**config.mk**
```make
export PLATFORM = sky130hd
export DESIGN_NAME = aes_frame_tx
export DESIGN_NICKNAME = d
export VERILOG_FILES = /design/src/rtl/aes_link_pkg.sv /design/src/rtl/aes_frame_buf.sv /design/src/rtl/aes_frame_tx.sv
export SDC_FILE = /design/constraint.sdc
export NUM_CORES = 1
export LEC_CHECK = 0
export CELL_PAD_IN_SITES_DETAIL_PLACEMENT = 1
export CELL_PAD_IN_SITES_GLOBAL_PLACEMENT = 1
export CORE_MARGIN = 2
export CORE_UTILIZATION = 40
export DETAILED_ROUTE_END_ITERATION = 10
export HOLD_SLACK_MARGIN = 0.05
export PLACE_DENSITY = 0.75
export SYNTH_ARGS = -nofsm -noshare
export SYNTH_HDL_FRONTEND = slang
export SYNTH_SLANG_ARGS = --single-unit
export TNS_END_PERCENT = 100
```
**constraint.sdc**
```tcl
create_clock -name clock -period 2.95 [get_ports clock]
set_input_delay 0.295 -clock clock [delete_from_list [all_inputs] [get_ports clock]]
set_output_delay 0.295 -clock clock [all_outputs]
set_load 0.02 [all_outputs]
```
**src/rtl/aes_link_pkg.sv**
```systemverilog
// Shared definitions for the 128-bit AES load link, used by both the transmit
// side and the loader side.
package aes_link_pkg;

  localparam int WORD_W = 128;
  localparam logic [WORD_W-1:0] ZERO_WORD = 128'h0;

  typedef enum logic [2:0] {
    ST_IDLE = 3'd0,
    ST_SEP  = 3'd1,
    ST_KEY  = 3'd2,
    ST_DATA = 3'd3,
    ST_GAP  = 3'd4
  } link_state_e;

  // Byte lane of a link word; lane 0 sits at bits [7:0].
  function automatic logic [7:0] byte_lane(input logic [WORD_W-1:0] word, input int unsigned lane);
    return word[8*lane +: 8];
  endfunction

  function automatic logic is_zero_word(input logic [WORD_W-1:0] word);
    return (word == ZERO_WORD);
  endfunction

endpackage

```
**src/rtl/aes_frame_buf.sv**
```systemverilog
// Two-entry FIFO of pending frames, each entry packed as {key, pt}.
module aes_frame_buf
  import aes_link_pkg::*;
(
  input  logic                  clock,
  input  logic                  resetn,
  input  logic                  push,
  input  logic [2*WORD_W-1:0]   din,
  input  logic                  pop,
  output logic [2*WORD_W-1:0]   dout,
  output logic                  full,
  output logic                  empty,
  output logic [1:0]            count
);

  logic [2*WORD_W-1:0] mem_r [2];
  logic                wr_ptr_r;
  logic                rd_ptr_r;
  logic [1:0]          count_r;
  logic                do_push_s;
  logic                do_pop_s;

  // Overflowing pushes and underflowing pops are ignored.
  always_comb begin
    do_push_s = push && (count_r != 2'd2);
    do_pop_s  = pop && (count_r != 2'd0);
  end

  // Storage, pointers and occupancy.
  always_ff @(posedge clock or negedge resetn) begin
    if (!resetn) begin
      mem_r[0] <= '0;
      mem_r[1] <= '0;
      wr_ptr_r <= 1'b0;
      rd_ptr_r <= 1'b0;
      count_r  <= 2'd0;
    end else begin
      if (do_push_s) begin
        mem_r[wr_ptr_r] <= din;
        wr_ptr_r        <= ~wr_ptr_r;
      end
      if (do_pop_s) begin
        rd_ptr_r <= ~rd_ptr_r;
      end
      count_r <= count_r + {1'b0, do_push_s} - {1'b0, do_pop_s};
    end
  end

  assign dout  = mem_r[rd_ptr_r];
  assign full  = (count_r == 2'd2);
  assign empty = (count_r == 2'd0);
  assign count = count_r;

endmodule

```
**src/rtl/aes_frame_tx.sv**
```systemverilog
// Transmit side of the AES load link: buffers requests and serialises each one
// as zero separators, one key word and a held plaintext word.
module aes_frame_tx
  import aes_link_pkg::*;
#(
  parameter int SEP_CYCLES  = 2,
  parameter int HOLD_CYCLES = 2,
  parameter int GAP_CYCLES  = 3
) (
  input  logic              clock,
  input  logic              resetn,
  input  logic              req_valid,
  output logic              req_ready,
  input  logic [WORD_W-1:0] req_key,
  input  logic [WORD_W-1:0] req_pt,
  output logic [WORD_W-1:0] out,
  output logic              busy,
  output logic              frame_done,
  output logic              err_zero
);

  localparam int SEP_EFF  = (SEP_CYCLES < 1) ? 1 : SEP_CYCLES;
  localparam int HOLD_EFF = (HOLD_CYCLES < 1) ? 1 : HOLD_CYCLES;
  localparam int GAP_EFF  = (GAP_CYCLES < 0) ? 0 : GAP_CYCLES;
  localparam int MAX_SH   = (SEP_EFF > HOLD_EFF) ? SEP_EFF : HOLD_EFF;
  localparam int MAX_ALL  = (MAX_SH > GAP_EFF) ? MAX_SH : GAP_EFF;
  localparam int CNT_W    = $clog2(MAX_ALL + 1);

  localparam logic [CNT_W-1:0] CNT_ZERO  = '0;
  localparam logic [CNT_W-1:0] CNT_ONE   = CNT_W'(1);
  localparam logic [CNT_W-1:0] SEP_LOAD  = CNT_W'(SEP_EFF - 1);
  localparam logic [CNT_W-1:0] HOLD_LOAD = CNT_W'(HOLD_EFF - 1);
  localparam logic [CNT_W-1:0] GAP_LOAD  = CNT_W'((GAP_EFF > 0) ? GAP_EFF - 1 : 0);

  link_state_e         state_r, state_s;
  logic [CNT_W-1:0]    cnt_r, cnt_s;
  logic [WORD_W-1:0]   out_r, word_s;
  logic                ready_r, busy_r, done_r, err_r;
  logic                accept_s, bad_s, push_s, pop_s, more_s;
  logic                full_s, empty_s;
  logic [1:0]          count_s, count_n_s;
  logic [2*WORD_W-1:0] head_s;

  aes_frame_buf u_buf (
    .clock  (clock),
    .resetn (resetn),
    .push   (push_s),
    .din    ({req_key, req_pt}),
    .pop    (pop_s),
    .dout   (head_s),
    .full   (full_s),
    .empty  (empty_s),
    .count  (count_s)
  );

  // Zero-valued requests are accepted but never stored: they cannot be sent in-band.
  always_comb begin
    accept_s = req_valid && ready_r;
    bad_s    = is_zero_word(req_key) || is_zero_word(req_pt);
    push_s   = accept_s && !bad_s && !full_s;
    more_s   = (count_s > 2'd1) || push_s;
  end

  // Phase sequencing; the single down-counter is reloaded on every state entry.
  always_comb begin
    state_s = state_r;
    cnt_s   = cnt_r;
    pop_s   = 1'b0;
    case (state_r)
      ST_IDLE: begin
        if (!empty_s) begin
          state_s = ST_SEP;
          cnt_s   = SEP_LOAD;
        end else begin
          cnt_s = CNT_ZERO;
        end
      end
      ST_SEP: begin
        if (cnt_r == CNT_ZERO) begin
          state_s = ST_KEY;
          cnt_s   = CNT_ZERO;
        end else begin
          cnt_s = cnt_r - CNT_ONE;
        end
      end
      ST_KEY: begin
        state_s = ST_DATA;
        cnt_s   = HOLD_LOAD;
      end
      ST_DATA: begin
        if (cnt_r == CNT_ZERO) begin
          pop_s = 1'b1;
          if (GAP_EFF > 0) begin
            state_s = ST_GAP;
            cnt_s   = GAP_LOAD;
          end else if (more_s) begin
            state_s = ST_SEP;
            cnt_s   = SEP_LOAD;
          end else begin
            state_s = ST_IDLE;
            cnt_s   = CNT_ZERO;
          end
        end else begin
          cnt_s = cnt_r - CNT_ONE;
        end
      end
      ST_GAP: begin
        if (cnt_r == CNT_ZERO) begin
          if (!empty_s) begin
            state_s = ST_SEP;
            cnt_s   = SEP_LOAD;
          end else begin
            state_s = ST_IDLE;
            cnt_s   = CNT_ZERO;
          end
        end else begin
          cnt_s = cnt_r - CNT_ONE;
        end
      end
      default: begin
        state_s = ST_IDLE;
        cnt_s   = CNT_ZERO;
      end
    endcase
  end

  // Word for the upcoming cycle and the buffer occupancy after this edge.
  always_comb begin
    count_n_s = count_s + {1'b0, push_s} - {1'b0, pop_s};
    word_s    = ZERO_WORD;
    case (state_s)
      ST_KEY:  word_s = head_s[2*WORD_W-1:WORD_W];
      ST_DATA: word_s = head_s[WORD_W-1:0];
      default: word_s = ZERO_WORD;
    endcase
  end

  // State, counter and every output are registered; reset forces a zero word.
  always_ff @(posedge clock or negedge resetn) begin
    if (!resetn) begin
      state_r <= ST_IDLE;
      cnt_r   <= CNT_ZERO;
      out_r   <= ZERO_WORD;
      ready_r <= 1'b0;
      busy_r  <= 1'b0;
      done_r  <= 1'b0;
      err_r   <= 1'b0;
    end else begin
      state_r <= state_s;
      cnt_r   <= cnt_s;
      out_r   <= word_s;
      ready_r <= (count_n_s < 2'd2);
      busy_r  <= (state_s != ST_IDLE) || (count_n_s != 2'd0);
      done_r  <= (state_s == ST_DATA) && (cnt_s == CNT_ZERO);
      err_r   <= accept_s && bad_s;
    end
  end

  assign out        = out_r;
  assign req_ready  = ready_r;
  assign busy       = busy_r;
  assign frame_done = done_r;
  assign err_zero   = err_r;

endmodule

```
==> impl_results.md, run 1 <==
- Status: complete, no violations
- Synth Flop Type: dfrtp_1
- Register area: 16300 um^2
- Psw: 13900 uW
- Final #Nets: 2514
- Min Hold Slack: 288 ps
- Final Non-Filler Cells: 3265
- Worst-skew pair later-pin latency: 620 ps
- Dpl ws: -779 ps
- Reg clk slew, reported paths: 60 ps
- Die extent in x: 275 um
- Clock skew: 22.1 ps
- CP max stage delay: 530 ps
- Hold Crit Class: in -> async
- Synth area leader: dfrtp_1
- DP HPWL: 55800 um
- Worst VDD drop: 0.869 mV
- CP max stage cell: clkdlybuf4s50_1
- EDFF count, synth: 0
- Height of the die: 275 um
- Pwr Density: 1170 nW/um^2
- Yosys cell types: 34
- Cts bufs inserted: 74
- Die ar.: 75700 um^2
- Bufs on Longest Clock Path: 3
- CP startpoint kind: input pin
- Starting DRT DRC Count: 862
- Reg2reg path depth: 8
- Crit end category: flop
- Worst Setup SP: req_pt[0]
- Final setup vio count: 0
- Reg power frac: 0.359
- IO Port Bufs: 390
- Final hold vios: 0
- CTS tree: built
- Max cap viols: 0
- H-tree levels: 3
- Gate power share: 0.432
- Drt total wl: 81400 um
- CP Data Required Time: 3430 ps
- Cell area after synthesis: 29400 um^2
- Min cycle time layout: 2820 ps
- Clk pwr share: 0.209
- Max FO, Critical Path: 20
- Total power: 44500 uW
- Core Footprint: 72800 um^2
- Syn avg cell area: 17.7 um^2
- Top cells by area, synth: dfrtp_1 (56%), mux2_4 (20%), mux4_2 (9.8%), buf_12 (3.0%), and2_1 (2.8%)
- Max Slew Vio Count: 0
- First-pass GRT wire length: 125000 um
- Top-area cell type share of the netlist area: 0.556
- Multi-input gate area: 11900 um^2
- Sequential share of the synthesized area: 0.556
- Crit path DAT: 3310 ps
- GRT Residual Overflow: 0
- Post-synth top cells: dfrtp_1 (653), mux2_4 (400), and2_1 (130)
- Post-synthesis instance total: 1660
- Slew headroom: 0.352
- Fillcell total: 6858
- Worst-path cell chain: clkdlybuf4s50_1 -> nor4_2 -> buf_4 -> nand4_1 -> nor4_2 -> a22oi_2 -> nand3b_4 -> buf_12 -> buf_12 -> mux2_2
- DP Cell Count: 3130
- First-pass iteration count of the detailed router: 4
- CTS root buf: clkbuf_16
- Crit path to: u_buf.mem_r[489]
- Share of layout cells above drive strength 1: 0.417
- I/O Pins: 391
- RSZ-0062 raised after global routing: false
- Drt drc: 0
- # clock sinks: 653
- Routed Antenna Nets: 0
- Synth warn: 0
- Std-Cell Rows: 99
- Worst R2R Setup Slack: 380 ps
- Setup TNS: 0 ps
- Initial antenna violation count: 16
- Vias per inst: 5.24
- Most frequent cell after synthesis: dfrtp_1
- Worst slew pin tran: 973 ps
- Vias in the first global route: 20000
- Switching share of power: 0.312
- Routed wire per std cell: 24.9 um
- Initial core utilization: 0.404
- PnR worst setup slack: 126 ps
- Final GP Congestion: 0.802
- Largest net degree at the start of global routing: 75
- Reg-to-Reg End: out[19]
- GR Util All Layers: 0.217
- CP Class: in -> reg
- Achievable frequency: 354 MHz
- #FFs+latches synth: 653
- Ys async rst share: 1.00
- Reg2reg start: cnt_r[0]
- Int Pwr: 30600 uW
- Synth-to-layout area growth: 29.5%
- Pleak: 0.0176 uW
- Vias: 17100
- Final worst path period share: 0.957
- Syn Nets: 1926
==> cells by family (layout without fill, tap and decap cells) <==
group / count (synthesis) / count (layout) / synth area share
compound gates: 9 / 9 / 0.00217
xor+xnor: 7 / 7 / 0.00208
fa+ha+maj: 7 / 7 / 0.00298
buf+inv: 108 / 750 / 0.0415
flops: 653 / 653 / 0.556
mux: 640 / 640 / 0.345
other cells: 0 / 4 / 0
simple gates: 236 / 236 / 0.0506
==> metal layers <==
metal  track usage  wire length, um
met5             0              150
met4        0.0752             2410
met3        0.0492             4470
met2         0.369            40900
met1         0.274            33500
==> worst min-delay path by stage <==
stage | start | to | slack, ps
after floorplan | resetn | busy | -0.6
after global placement | resetn | u_buf.count[0] | 330
after detailed placement | resetn | u_buf.count[0] | 340
after CTS | resetn | out[71] | 280
after global routing | resetn | frame_done | 310
final | resetn | frame_done | 290
==> final cells by class <==
cell class / count / share of cell area
antenna: 4 / 0.000263
clock buffer: 109 / 0.0579
clock inverter: 21 / 0.00667
inverter: 9 / 0.000952
multi-input combinational: 899 / 0.313
sequential: 653 / 0.429
tap: 959 / 0.0315
timing repair buffer: 611 / 0.160
==> sequential cells by signal, indices dropped and copies added, names as in the netlist <==
register,cells
u_buf.mem_r,512
out,128
state_r,3
cnt_r,2
u_buf.count,2
busy,1
err_zero,1
frame_done,1
req_ready,1
u_buf.rd_ptr_r,1
u_buf.wr_ptr_r,1
==> power by group through the flow <==
stage / clock (uW) / combinational [uW] / sequential (uW)
after floorplan: 0 / 13800 / 15600
after global placement: 0 / 18700 / 15500
after detailed placement: 0 / 19300 / 15900
after CTS: 9540 / 19500 / 16000
after global routing: 9890 / 20500 / 16400
final: 9290 / 19300 / 16000
==> critical path, delay by kind of cell <==
kind | cells | cell delay [ps]
AOI/OAI and AO/OA | 1 | 220
and+or+nand+nor | 4 | 1270
muxes | 1 | 350
buffers and inverters | 4 | 1130
==> layout by cell type, fill, tap and decap left out, drive strengths merged, types with 2 or more instances in the layout <==
cell,n
diode,4
nand2b,4
xnor2,3
inv,13
nand4,17
nor2,6
clkbuf,109
mux4,128
mux2,512
clkinv,13
nand2,3
ha,7
bufinv,4
xor2,4
buf,221
dfrtp,653
and2,130
o21ai,3
or2,2
nor4,69
nand3,3
clkdlybuf4s50,389
==> metrics by stage <==
stage	util	area (um^2)
4_1_cts	0.522	38000
3_5_place_dp	0.488	35500
3_3_place_gp	0.488	35500
2_1_floorplan	-	29400
6_report	0.523	38100
5_1_grt	0.523	38100
==> what timing repair did <==
| action | in CTS | in global routing |
|---|---|---|
| setup endpoints to repair | 489 | 82 |
| setup buffers | 0 | 0 |
| pin swaps | 0 | 0 |
| resized for setup | 3 | 9 |
| hold buffers | 1 | 0 |
| hold endpoints to repair | 56 | 0 |
No activity file was read; power rests on OpenSTA's default activity.
==> inputs of run 2 (changes only) <==
- CORE_UTILIZATION: 40 -> 47
- PLACE_DENSITY: 0.75 -> 0.85
==> run 2 against run 1 <==
Effect of this change: maximum frequency fell by 0.36%; sequential cell count did not move; critical path type unchanged; hold slack got worse by 30 ps; cell count fell by 3.6%; final area fell by 0.65%; largest power group unchanged; critical path depth rose by 1; clock power fell by 2.6%; combinational power rose by 4%; largest cell class unchanged.
==> impl_results.md, run 2 (synthesis results as in run 1) <==
- Pleak: 0.0175 uW (-0.25%)
- Reg with most FFs: u_buf.mem_r
- Setup TNS: 0 ps (unchanged)
- Reg clk slew, reported paths: 60 ps (about the same)
- Pwr Density: 1200 nW/um^2 (+2.8%)
- Routed wire per std cell: 28.4 um (+14%)
- CP max stage cell: clkdlybuf4s50_1
- Crit end category: flop
- CP Class: in -> reg
- Final hold vios: 0 (unchanged)
- H-tree levels: 3 (unchanged)
- Starting DRT DRC Count: 969 (+12%)
- Max FO, Critical Path: 22 (+10%)
- Final #Nets: 2522 (+0.32%)
- Status: complete, no violations
- First-pass GRT wire length: 136000 um (+8.4%)
- Largest register FFs: 512 (unchanged)
- Achievable frequency: 353 MHz (-0.36%)
- Max cap viols: 0 (unchanged)
- Commonest non-fill, non-tap cell in the layout: dfrtp_1
- First-pass iteration count of the detailed router: 5 (+1)
- Initial core utilization: 0.476 (+0.0719)
- CP Data Required Time: 3430 ps (about the same)
- Worst slew pin tran: 648 ps (-325 ps)
- IO Port Bufs: 390 (unchanged)
- Bufs on Longest Clock Path: 3 (unchanged)
- Std-Cell Rows: 91 (-8.1%)
- Worst-path cell chain: clkdlybuf4s50_1 -> nor4_2 -> buf_4 -> nand4_1 -> nor4_2 -> buf_4 -> a22oi_2 -> nand3_4 -> buf_12 -> buf_12 -> mux2_1
- GRT Residual Overflow: 0 (unchanged)
- Min cycle time layout: 2830 ps (+10.2 ps)
- CP max stage delay: 480 ps (-50 ps)
- Worst-skew pair later-pin latency: 610 ps (about the same)
- Largest net degree at the start of global routing: 65 (-13%)
- Most frequent cells in the layout: dfrtp_1 (652), mux2_4 (400), clkdlybuf4s50_1 (389)
- Die ar.: 64600 um^2 (-15%)
- Share of layout cells above drive strength 1: 0.411 (-0.00542)
- Initial antenna violation count: 8 (-8)
- CTS tree: built
- RSZ-0062 raised after global routing: false
- Routed Antenna Nets: 0 (unchanged)
- Slew headroom: 0.568 (+0.217)
- Clock skew: 28.9 ps (+6.79 ps)
- Final setup vio count: 0 (unchanged)
- Vias per inst: 5.60 (+6.8%)
- Post-route cell area: 37900 um^2 (-0.65%)
- Crit path DAT: 3310 ps (about the same)
- Utilization after layout: 0.612 (+0.0892)
- CP startpoint kind: input pin
- Worst R2R Setup Slack: 320 ps (-60 ps)
- Worst VDD drop: 0.717 mV (-17%)
- Core Footprint: 61800 um^2 (-15%)
- Reg2reg start: cnt_r[0]
- # clock sinks: 653 (unchanged)
- Reg2reg path depth: 9 (+1)
- GR Util All Layers: 0.282 (+0.0650)
- DP HPWL: 60300 um (+8.0%)
- I/O Pins: 391 (unchanged)
- Final worst path period share: 0.961 (+0.00346)
- Cts bufs inserted: 71 (-4.1%)
- Vias: 17600 (+3.0%)
- Drt drc: 0 (unchanged)
- Hold Crit Class: in -> async
- Final GP Congestion: 0.835 (+4.1%)
- Vias in the first global route: 20800 (+4.0%)
- Reg-to-Reg End: out[16]
- Max Slew Vio Count: 0 (unchanged)
- DP Area: 35500 um^2 (-0.16%)
- Drt total wl: 89600 um (+10%)
- Min Hold Slack: 258 ps (-30.3 ps)
- Die extent in x: 254 um (-7.6%)
- CTS root buf: clkbuf_16
- Height of the die: 254 um (-7.6%)
- Synth-to-layout area growth: 28.7%
[run 2: changes by cell type in the layout (fill, tap and decap cells not counted), sizes merged]
cell    previous run  this run
bufinv             4         5
clkinv            13         6
buf              221       232
clkbuf           109       110
[run 2: cell type report]
class                   instances  area (um^2)
diodes                          4         10.0
clock buffers                 110         2100
clock inverters                15          219
fillers                      5481        24000
inverters                       9         36.3
multi-input cells             899        11900
flip-flops and latches        653        16300
well taps                     837         1050
repair buffers                622         6200
[run 2: per-stage QoR]
| step | power, uW | worst slack, ps | std cells |
|---|---|---|---|
| floorplan | 29400 | 900 | 1660 |
| global placement | 34400 | -602 | 3019 |
| detailed placement | 35900 | -694 | 3019 |
| CTS | 45700 | 125 | 3145 |
| global route | 47400 | 17.0 | 3148 |
| finish | 45500 | 116 | 3149 |
[run 2: timing repair]
| action | CTS | global route |
|---|---|---|
| hold buffers | 1 | 0 |
| endpoints found under the setup margin | 507 | 0 |
| setup buffers | 0 | 0 |
| hold endpoints to repair | 54 | 0 |
| gates resized for setup | 5 | 0 |
[run 2: routing by layer]
layer  vias to the layer above  GRT usage  share of wire
met2                       625      0.489           0.51
met3                       181     0.0597          0.057
met5                         -          0        0.00057
met1                      9514      0.354           0.40
li1                       7299          -              -
met4                         8     0.0929          0.029
[run 2: power breakdown]
group	internal, uW	switching (uW)
Clock	5330	3720
Sequential	13400	2930
Combinational	12000	8160
[run 2: how the worst max path moves through the flow]
stage	end	start	slack (ps)	cells past startpoint
after floorplan	busy	req_pt[0]	900	9
after global placement	busy	req_pt[2]	-600	12
after detailed placement	u_buf.mem_r[232]	req_pt[2]	-690	11
after CTS	u_buf.mem_r[234]	req_key[1]	130	11
after global routing	u_buf.mem_r[233]	req_pt[2]	20	11
final	u_buf.mem_r[234]	req_pt[2]	120	11
[run 2: critical path: cells and delay by family]
| kind | cells | cell delay, ps |
|---|---|---|
| AOI/OAI and AO/OA | 1 | 130 |
| buffers and inverters | 5 | 1300 |
| muxes | 1 | 380 |
| and+or+nand+nor | 4 | 1190 |
==> inputs of run 3 (changes only) <==
- CORE_MARGIN: 2 -> 4
==> run 3 against run 2 <==
Effect of this change: cell count fell by 0.44%; worst setup slack got worse by 45 ps; critical path depth unchanged; largest power group unchanged; utilization grew 0.081 points; register-to-register slack improved by 250 ps.
==> impl_results.md, run 3 (synthesis results as in run 1) <==
- Utilization after layout: 0.613 (+0.000809)
- Drt drc: 0 (unchanged)
- Status: complete, no violations
- Pleak: 0.0175 uW (about the same)
- Vias per inst: 5.58 (-0.24%)
- Starting DRT DRC Count: 964 (-0.52%)
- Slew headroom: 0.568 (about the same)
- Max Slew Vio Count: 0 (unchanged)
- Share of layout cells above drive strength 1: 0.414 (+0.00269)
- Worst R2R Setup Slack: 570 ps (+250 ps)
- CP startpoint kind: input pin
- Fillcell total: 5500 (+0.35%)
- Met3 WL: 4570 um (-11%)
- GRT Residual Overflow: 0 (unchanged)
- Cts bufs inserted: 71 (unchanged)
- Final hold vios: 0 (unchanged)
- Bufs on Longest Clock Path: 3 (unchanged)
- CP Data Required Time: 3410 ps (-20 ps)
- Reg2reg start: cnt_r[0]
- Pwr Density: 1200 nW/um^2 (-0.11%)
- Clock skew: 31.7 ps (+2.77 ps)
- Final Non-Filler Cells: 3135 (-0.44%)
- IO Port Bufs: 390 (unchanged)
- Final GP Congestion: 0.824 (-1.3%)
- Largest net degree at the start of global routing: 106 (+63%)
- GR Util All Layers: 0.266 (-0.0158)
- CTS root buf: clkbuf_16
- Total setup buffers inserted after CTS: 0 (unchanged)
- Reg-to-Reg End: out[32]
- Reg2reg path depth: 8 (-1)
- Worst slew pin tran: 648 ps (+0.538 ps)
- CP Class: in -> reg
- Post-route cell area: 37900 um^2 (+0.13%)
- Std-Cell Rows: 91 (unchanged)
- DP HPWL: 59100 um (-1.9%)
- Hold Crit Class: in -> async
- CTS tree: built
- Routed wire per std cell: 28.4 um (-0.28%)
- Core Footprint: 61800 um^2 (unchanged)
- Worst VDD drop: 1.12 mV (+57%)
- Vias in the first global route: 20800 (-0.029%)
- Achievable frequency: 347 MHz (-1.6%)
- H-tree levels: 3 (unchanged)
- RSZ-0062 raised after global routing: false
- Drt total wl: 88900 um (-0.72%)
- Initial core utilization: 0.476 (unchanged)
- First-pass GRT wire length: 135000 um (-0.18%)
- # clock sinks: 653 (unchanged)
- Routed Antenna Nets: 0 (unchanged)
- Met2 Routed Length: 45800 um (-0.70%)
- Initial antenna violation count: 7 (-1)
- Final #Nets: 2504 (-0.71%)
- Reg clk slew, reported paths: 60 ps (about the same)
- I/O Pins: 391 (unchanged)
- Reg with most FFs: u_buf.mem_r
- Crit path DAT: 3340 ps (+30 ps)
- Worst-skew pair later-pin latency: 610 ps (about the same)
- DP Cell Count: 3001 (-0.60%)
- Die ar.: 66600 um^2 (+3.2%)
- Final worst path period share: 0.976 (+0.0154)
- Top layer in use: met5
- Commonest non-fill, non-tap cell in the layout: dfrtp_1
- Min cycle time layout: 2880 ps (+45.5 ps)
- First-pass iteration count of the detailed router: 5 (unchanged)
- Synth-to-layout area growth: 28.9%
- Height of the die: 258 um (+1.6%)
- Crit end category: flop
- Max cap viols: 0 (unchanged)
- Final setup vio count: 0 (unchanged)
- DP Area: 35300 um^2 (-0.45%)
- Largest register FFs: 512 (unchanged)
- Vias: 17500 (-0.69%)
- Most frequent cells in the layout: dfrtp_1 (652), mux2_4 (400), clkdlybuf4s50_1 (389)
- Post-Route M1 WL: 35700 um (about the same)
- Die extent in x: 258 um (+1.6%)
- Max FO, Critical Path: 17 (-23%)
- Total power: 45500 uW (about the same)
[run 3: cell count changes in the layout (fill, tap and decap cells not counted), sizes merged]
cell / before / now
buf: 232 / 214
inv: 13 / 10
clkbuf: 110 / 111
diode: 4 / 5
clkinv: 6 / 11
[run 3: worst max-delay path by stage]
stage	from	end	slack (ps)	cells past startpoint
3_5_place_dp	req_key[9]	u_buf.mem_r[235]	-800	11
5_1_grt	req_pt[106]	busy	1	12
4_1_cts	req_pt[66]	u_buf.mem_r[235]	2	10
6_report	req_key[73]	u_buf.mem_r[261]	70	11
3_3_place_gp	req_key[9]	u_buf.mem_r[498]	-670	11
2_1_floorplan	req_pt[0]	busy	900	9
[run 3: area by class of cell]
class,count,area [um^2],area share
flip-flops and latches,653,16300,0.431
repair buffers,604,6040,0.159
diodes,5,12.5,0.000330
well taps,837,1050,0.0276
clock buffers,111,2260,0.0597
multi-input cells,899,11900,0.315
clock inverters,17,233,0.00614
inverters,9,35.0,0.000924
[run 3: where the power goes]
part	total (uW)	internal, uW	leakage, uW	switching, uW
combinational	19800	11700	0.00838	8010
clock	9460	5720	0.00124	3740
sequential	16300	13400	0.00793	2880
total	45500	30800	0.0175	14600
[run 3: worst max-delay path, stage by stage]
cell and delay (ps):
clkdlybuf4s50_1 470, nor4_1 550, buf_4 210, nand4_1 160, nor4_1 410, buf_4 190, a22oi_2 110, nand3b_4 160
buf_12 210, buf_12 190, mux2_2 360
[run 3: what timing repair did]
action	CTS	global route
hold endpoints to repair	51	0
gates resized for setup	2	7
hold buffers	1	0
cloned	0	0
setup endpoints to repair	508	504
[run 3: through the flow]
stage          TNS [ps]  hold WS, ps  setup WS [ps]
2_1_floorplan         0       -0.591            900
3_3_place_gp    -313770          319           -671
3_5_place_dp    -364680          321           -800
4_1_cts               0          263           1.93
5_1_grt               0          290           1.19
6_report              0          266           70.2
[run 3: routing by layer]
| layer | vias to the layer above | global-route usage |
|---|---|---|
| met5 | - | 0 |
| met4 | 8 | 0.0889 |
| met3 | 172 | 0.0584 |
| met2 | 569 | 0.462 |
| met1 | 9505 | 0.333 |
| li1 | 7252 | - |
